<file path="config.mk">
export PLATFORM = sky130hd
export DESIGN_NAME = delay_probe
export DESIGN_NICKNAME = d
export VERILOG_FILES = /design/src/rtl/delay_probe_pkg.sv /design/src/rtl/delay_probe.sv
export SDC_FILE = /design/constraint.sdc
export NUM_CORES = 1
export LEC_CHECK = 0
export CAP_MARGIN = 10
export CELL_PAD_IN_SITES_DETAIL_PLACEMENT = 0
export CELL_PAD_IN_SITES_GLOBAL_PLACEMENT = 1
export CORE_UTILIZATION = 35
export CTS_CLUSTER_DIAMETER = 150
export DETAILED_ROUTE_END_ITERATION = 10
export PLACE_DENSITY_LB_ADDON = 0.1
export SYNTH_ARGS = -nofsm -noshare
export SYNTH_HDL_FRONTEND = slang
export SYNTH_SLANG_ARGS = --single-unit
</file>
<file path="constraint.sdc">
create_clock -name clk -period 2.15 [get_ports clk]
set_input_delay 0.645 -clock clk [delete_from_list [all_inputs] [get_ports clk]]
set_output_delay 0.645 -clock clk [all_outputs]
set_load 0.05 [all_outputs]
</file>
<file path="src/rtl/delay_probe_pkg.sv">
// Shared types and constants for the delay-path latency probe.
package delay_probe_pkg;

   typedef enum logic [1:0] {
      IDLE  = 2'd0,
      FLUSH = 2'd1,
      SEND  = 2'd2,
      WAIT  = 2'd3
   } probe_state_t;

   localparam logic [15:0] DEFAULT_PATTERN = 16'hA5C3;

endpackage

</file>
<file path="src/rtl/delay_probe.sv">
// Measures a delay path's latency: flushes zeros, sends one signature word,
// and counts cycles until the signature comes back (usable directly as a sel value).
module delay_probe
   import delay_probe_pkg::*;
#(
   parameter int unsigned         WIDTH   = 16,
   parameter int unsigned         LENGTH  = 1024,
   parameter logic [WIDTH-1:0]    PATTERN = WIDTH'(DEFAULT_PATTERN),
   localparam int unsigned        CNT_W   = $clog2(LENGTH + 1)
) (
   input  logic             clk,
   input  logic             nrst,
   input  logic             start,
   output logic [WIDTH-1:0] probe_out,
   input  logic [WIDTH-1:0] probe_in,
   output logic             busy,
   output logic             done,
   output logic [CNT_W-1:0] delay,
   output logic             timeout,
   output logic             corrupt
);

   localparam logic [CNT_W-1:0] LEN_C = CNT_W'(LENGTH);

   if (PATTERN == '0 || WIDTH < 2) begin : g_param_check
      $error("delay_probe: PATTERN must be nonzero and WIDTH must be >= 2");
   end

   probe_state_t     state, state_next;
   logic [CNT_W-1:0] cnt, cnt_next;
   logic [WIDTH-1:0] probe_out_next;
   logic             busy_next, done_next, timeout_next, corrupt_next;
   logic [CNT_W-1:0] delay_next;

   // State, counter and all outputs are registered together
   always_ff @(posedge clk or negedge nrst) begin
      if (!nrst) begin
         state     <= IDLE;
         cnt       <= '0;
         probe_out <= '0;
         busy      <= 1'b0;
         done      <= 1'b0;
         delay     <= '0;
         timeout   <= 1'b0;
         corrupt   <= 1'b0;
      end else begin
         state     <= state_next;
         cnt       <= cnt_next;
         probe_out <= probe_out_next;
         busy      <= busy_next;
         done      <= done_next;
         delay     <= delay_next;
         timeout   <= timeout_next;
         corrupt   <= corrupt_next;
      end
   end

   // Signature is registered out of SEND, so it appears on the path during the
   // first WAIT cycle (k = 0), letting a zero-delay loop match immediately.
   always_comb begin
      state_next     = state;
      cnt_next       = cnt;
      probe_out_next = '0;
      busy_next      = busy;
      done_next      = 1'b0;
      delay_next     = delay;
      timeout_next   = timeout;
      corrupt_next   = corrupt;

      case (state)
         IDLE: begin
            if (start) begin
               state_next   = FLUSH;
               cnt_next     = '0;
               busy_next    = 1'b1;
               delay_next   = '0;
               timeout_next = 1'b0;
               corrupt_next = 1'b0;
            end
         end
         FLUSH: begin
            if (cnt == LEN_C) begin
               state_next = SEND;
               cnt_next   = '0;
            end else begin
               cnt_next = cnt + CNT_W'(1);
            end
         end
         SEND: begin
            probe_out_next = PATTERN;
            state_next     = WAIT;
            cnt_next       = '0;
         end
         WAIT: begin
            // A match on the last cycle takes priority over timeout
            if (probe_in == PATTERN) begin
               state_next = IDLE;
               busy_next  = 1'b0;
               done_next  = 1'b1;
               delay_next = cnt;
            end else if (probe_in != '0) begin
               state_next   = IDLE;
               busy_next    = 1'b0;
               done_next    = 1'b1;
               delay_next   = cnt;
               corrupt_next = 1'b1;
            end else if (cnt == LEN_C) begin
               state_next   = IDLE;
               busy_next    = 1'b0;
               done_next    = 1'b1;
               delay_next   = LEN_C;
               timeout_next = 1'b1;
            end else begin
               cnt_next = cnt + CNT_W'(1);
            end
         end
         default: begin
            state_next = IDLE;
            busy_next  = 1'b0;
         end
      endcase
   end

endmodule
</file>
==> results.md, run 1 <==
- Type of the most critical hold path: register to register
- Starting Density: 0.3642
- RSZ-0062 raised after global routing: no
- Dpl hpwl: 2723 µm
- Async SR Flop Fraction: 1.000
- Main synth FF type: dfrtp_1
- Placed insts: between 200 and 300
- Total detailed-routing wirelength: ~3800 µm
- Kind of critical path: register to output port
- WP buf/inv: 1
- Worst skew pair latency: ~280 ps
- Synth Warn #: 0
- Gr ovfl total: 0
- Max Fclk: ~480 MHz
- Post-place setup slack: -382.8 ps
- Initial antenna violation count: 0
- Synth area leaders: dfrtp_1, buf_4, nand2_1
- Avg Cell Area, Syn: approximately 10 µm²
- Routed WL per cell: between 10 and 15 µm
- Post-cts hold buffer count: 0
- IO Count: 50
- Seq cells post-synth: 29
- Most frequent cell after synthesis: dfrtp_1
- Worst setup slack after layout: slightly below 80 ps
- Slew margin rel.: 0.6120
- Post-DP Area: roughly 2200 µm²
- Total Power: a little under 3 mW
- Std cell rows: 25
- Root buf cell: clkbuf_8
- Synth area leader: dfrtp_1
- GRT Util Overall: 0.1535
- Vias in the first global route: around 1300
- CP max-delay cell: clkdlybuf4s50_1
- H-Tree Level Count: 2
- Synth top cells by count: dfrtp_1, nand2_1, buf_4
- Core box area: roughly 4700 µm²
- Post-Syn Instances: 176
- VDD IR max: roughly 650 µV
- Crit path cell chain: clkdlybuf4s50_1
- Crit Path Max Fanout: 2
- Antenna Cells: 0
- Layout area overhead: 38.25%
- Vias per cell: ~4.7
- Fin area: roughly 2400 µm²
- Share of the synthesized area in the top cell type: 0.4218
- Final min period: roughly 2100 ps
- Die height: 72.11 µm
- CP peak stage delay: 800 ps
- Cell area power density: 1223 nW/µm²
- Max-slew violations: 0
- Largest net degree at the start of global routing: 30
- Die Area: approximately 5200 µm²
- Clock Sinks: 29
- Cts bufs inserted: 5
- Status: finished, final reports clean
- Layout cell share with drive strength beyond 1: 0.2564
- Startpoint Class: register
- Detail Route Antenna Nets: 0
- First-pass GRT wire length: 6044 µm
- I/O Buffers: between 40 and 50
- Leakage: roughly 1.1 nW
- Internal reg-to-reg setup slack: about 250 ps
- Mapped Area: approximately 1700 µm²
- WP data arrival: 1430 ps
- Finished Layout Cells: 301
- Crit path required time: approximately 1500 ps
- EDFF count, synth: 0
- Synth unique cells: 40
- Clock-pin transition on the worst setup and hold timing paths: about 70 ps
- Die X: around 70 µm
- Vias: roughly 1400
- Tcrit/Tclk final: 0.9643
- Max cap viols: 0
- Crit. End Element: output port
- Initial DRC count: just under 60
- Register area share after synthesis: 0.4218
- DRC Markers: 0
- CP top delay family: buffers and inverters
- Final hold vios: 0
- Worst-margin pin slew: about 580 ps
- Nets@finish: 259
- Clk buf depth: 2
- CTS tree: built
- DRT Pass-1 Iters: 4
- Hold_ws: a little under 500 ps
- Setup violations, final: 0
- GP Congestion: around 0.84
- Final Skew: 4.517 ps
[cell type report]
cell class | count | area (µm²)
Timing Repair Buffer | 63 | 578.1
Inverter | 6 | 22.52
Tap cell | 67 | 83.83
Fill cell | 452 | 2345
Clock inverter | 3 | 17.52
Sequential cell | 29 | 725.7
Clock buffer | 5 | 68.82
Multi-Input combinational cell | 128 | 882.1
[flip-flops by register name, indices dropped and copies added, names as in the netlist]
register	count
cnt	11
state	2
delay	11
probe_out	1
timeout	1
busy	1
corrupt	1
done	1
[layout by cell type, fill, tap and decap left out, drive strengths merged, types with 5 or more instances in the layout]
cell type      instances
clkdlybuf4s50          8
clkbuf                 5
inv                    6
dfrtp                 29
nor4                   6
o21ai                 14
conb                   8
dlygate4sd2            6
nor2                  14
dlymetal6s2s          10
nand4                  5
ha                     7
nor3                   5
a21oi                  5
buf                   39
xnor2                  5
nand2                 28
[layer usage]
layer / wire [µm] / track usage / up-vias
li1: - / - / 698
met1: 1745 / 0.1949 / 662
met2: 1843 / 0.2430 / 56
met3: 178 / 0.04167 / 4
met4: 51 / 0.07190 / 0
met5: 0 / 0 / -
[where the power goes]
part	leakage (nW)	internal [mW]	total [mW]	switching, mW
registers	0.391	0.638	0.707	0.0690
logic	0.695	0.679	1.76	1.08
clock network	0.0439	0.223	0.446	0.223
total	1.13	1.54	2.91	1.37
[worst reg2reg max path: stages (launching register included)]
cell	delay, ps
dfrtp_1	430
nor4_1	560
and3_1	390
o31ai_4	120
buf_6	170
nand2_1	60
o21ai_1	50
[cells by family after synthesis]
| logic type | after synthesis | synth area share |
|---|---|---|
| AO/OA/AOI/OAI | 28 | 0.1084 |
| XOR/XNOR | 8 | 0.04073 |
| adder cells (fa/ha/maj) | 7 | 0.05091 |
| buffers and inverters | 26 | 0.09600 |
| flip-flops | 29 | 0.4218 |
| multiplexers | 3 | 0.01818 |
| other | 1 | 0.002180 |
| AND/OR/NAND/NOR | 74 | 0.2618 |
[repair_timing]
item / CTS / global route
gates resized for setup: 10 / 19
endpoints found under the setup margin: 18 / 19
pin swaps: 5 / 9
buffers inserted: 1 / 5
gates cloned: 0 / 2
[final timing paths]
check	startpoint	to	cells after the start
worst max-delay path	delay[0]	delay[0]	1
worst min-delay path	delay[5]	delay[5]	2
worst max register to register	cnt[9]	delay[9]	6
worst min register to register	delay[5]	delay[5]	2
max in group asynchronous	nrst	delay[8]	2
min in group asynchronous	nrst	probe_out[13]	2
[metrics by stage]
step                        util  setup TNS [ps]
after floorplan                -               0
after global placement    0.4601           -7171
after detailed placement  0.4601           -7753
after CTS                 0.4821               0
after global routing      0.5036               0
final                     0.5036               0
No activity file was read; power rests on OpenSTA's default activity.
==> inputs of run 2 (changes only) <==
--- a/config.mk
+++ b/config.mk
@@ -5,7 +5,7 @@
 export SDC_FILE = /design/constraint.sdc
 export NUM_CORES = 1
 export LEC_CHECK = 0
-export CAP_MARGIN = 10
+export CAP_MARGIN = 30
 export CELL_PAD_IN_SITES_DETAIL_PLACEMENT = 0
 export CELL_PAD_IN_SITES_GLOBAL_PLACEMENT = 1
 export CORE_UTILIZATION = 35
==> results of run 2 <==
The final DEF is identical to that of run 1; final timing and power are the same.
==> inputs of run 3 (changes only) <==
--- a/config.mk
+++ b/config.mk
@@ -11,7 +11,8 @@
 export CORE_UTILIZATION = 35
 export CTS_CLUSTER_DIAMETER = 150
 export DETAILED_ROUTE_END_ITERATION = 10
-export PLACE_DENSITY_LB_ADDON = 0.1
+export PLACE_DENSITY_LB_ADDON = 0.25
+export SLEW_MARGIN = 20
 export SYNTH_ARGS = -nofsm -noshare
 export SYNTH_HDL_FRONTEND = slang
 export SYNTH_SLANG_ARGS = --single-unit
==> run 3 against run 2 <==
Net effect: first-iteration DRC count is 49% lower; sequential share of layout area is 0.34 points higher; critical path depth is 6 higher; clock skew up 0.96 ps; routed wire length shrank 0.60%; via count is 0.63% lower; cell count shrank 1.0%; clock power increased by 11%; combinational power down 6%; fmax up 0.69%.
==> results.md, run 3 (same netlist as run 1, synthesis figures left out) <==
- Cell Int Power: approximately 1.5 mW
- Status: finished, final reports clean
- Gr ovfl total: 0
- VDD IR max: ~650 µV
- Clk buf depth: 2
- Clock share of power: 0.174
- Post-cts hold buffer count: 0
- GP Congestion: between 0.7 and 0.8
- Crit Path Max Fanout: 6
- Cts bufs inserted: 5
- Vias per cell: about 4.7
- Startpoint Class: primary input
- Flop pwr share: 0.248
- Routed WL per cell: ~13 µm
- Max-slew violations: 0
- Vias in the first global route: between 1000 and 1500
- Dpl hpwl: ~2700 µm
- Hold_ws: about 500 ps
- Antenna Cells: 0
- Tcrit/Tclk final: 0.9576
- WP data arrival: 2240 ps
- Std cell rows: 25
- Leakage: between 1 and 1.5 nW
- Final Skew: around 5.5 ps
- Crit path required time: ~2300 ps
- Comb pwr share: 0.579
- Layout area overhead: 36.73%
- Root buf cell: clkbuf_8
- Detail Route Antenna Nets: 0
- Final min period: ~2000 ps
- Clock-pin transition on the worst setup and hold timing paths: about 60 ps
- Final hold vios: 0
- Die X: just over 70 µm
- Max Fclk: roughly 490 MHz
- Starting Density: 0.3642
- DRC Markers: 0
- Max cap viols: 0
- Clock Sinks: 29
- Vias: roughly 1400
- Fin Setup TNS: 0 ps
- Die height: roughly 70 µm
- Setup violations, final: 0
- H-Tree Level Count: 2
- Die Area: ~5200 µm²
- Nets@finish: ~260
- Most common cell after layout, fill and taps aside: buf_4
- Largest net degree at the start of global routing: 30
- Regs by FF count: cnt x11, delay x11, state x2
- Kind of critical path: primary input to register
- Most frequent cells in the layout: buf_4, dfrtp_1, nand2_1
- Core box area: ~4700 µm²
- Type of the most critical hold path: register to register
- I/O Buffers: 41
- CTS tree: built
- IO Count: 50
- Switching pwr: between 1 and 1.5 mW
- Total detailed-routing wirelength: 3795 µm
- Worst skew pair latency: ~280 ps
- First-pass GRT wire length: 6072 µm
- Initial antenna violation count: 0
- RSZ-0062 raised after global routing: no
- Cell area power density: between 1000 and 1500 nW/µm²
- GRT Util Overall: 0.1559
- DRT Pass-1 Iters: 4
- Initial DRC count: 30
- Layout cell share with drive strength beyond 1: 0.2727
- Net Sw Frac: 0.4646
- Crit. End Element: register
run 3: cell types whose count changed in the layout (fill, tap and decap cells not counted), sizes merged, moves of 2 or more:
cell,previous run,this run
buf,39,41
clkbuf,5,7
dlygate4sd2,6,4
dlymetal6s2s,10,7
run 3: through the flow:
stage | std cells | util | total power, mW | area, µm² | worst slack [ps]
floorplan | 183 | - | 1.847 | 1747 | 277.3
global placement | 283 | 0.4538 | 2.245 | 2143 | -348.1
detailed placement | 283 | 0.4538 | 2.267 | 2143 | -376.9
CTS | 297 | 0.4887 | 2.819 | 2308 | 8.517
global route | 298 | 0.4980 | 3.037 | 2352 | 2.471
finish | 298 | 0.4980 | 2.855 | 2352 | 91.12
run 3: path summary, 6_finish.rpt:
| path | start | end | slack, ps | depth (start not counted) |
|---|---|---|---|---|
| max in group asynchronous | nrst | delay[10] | 1130 | 2 |
| min in group asynchronous | nrst | delay[3] | 750 | 2 |
| max | probe_in[5] | cnt[10] | 90 | 7 |
| max reg2reg | cnt[5] | delay[2] | 270 | 6 |
| min reg2reg | delay[7] | delay[7] | 490 | 2 |
| min | delay[7] | delay[7] | 490 | 2 |
run 3: layout make-up:
cell class | instances | area, µm²
clock buffers | 7 | 96.34
multi-input cells | 129 | 902.1
repair buffers | 59 | 516.7
inverters | 6 | 22.52
fillers | 453 | 2371
flip-flops and latches | 29 | 725.7
clock inverters | 1 | 5.005
well taps | 67 | 83.83
run 3: routing by layer:
layer,GRT usage,vias up,routed length (µm)
met3,0.04167,7,183
met5,0,-,0
met2,0.2606,43,1847
met1,0.1895,662,1702
met4,0.06536,0,62
li1,-,699,-
run 3: worst max-delay path, cell delays in order:
cell	delay, ps
clkdlybuf4s50_1	440
nor4_4	280
buf_4	190
a41oi_4	170
and4bb_2	350
xnor2_1	110
nor2_1	50
run 3: power groups by stage:
stage	registers (mW)	clock network [mW]	logic (mW)
global route	0.721	0.535	1.78
finish	0.708	0.495	1.65
floorplan	0.897	0	0.951
detailed placement	0.718	0	1.55
CTS	0.709	0.509	1.60
global placement	0.711	0	1.53
run 3: repair_timing:
action | in CTS | in global routing
setup buffers | 5 | 0
gates resized for setup | 6 | 13
cloned | 1 | 1
pin swaps | 7 | 8
setup endpoints to repair | 19 | 24
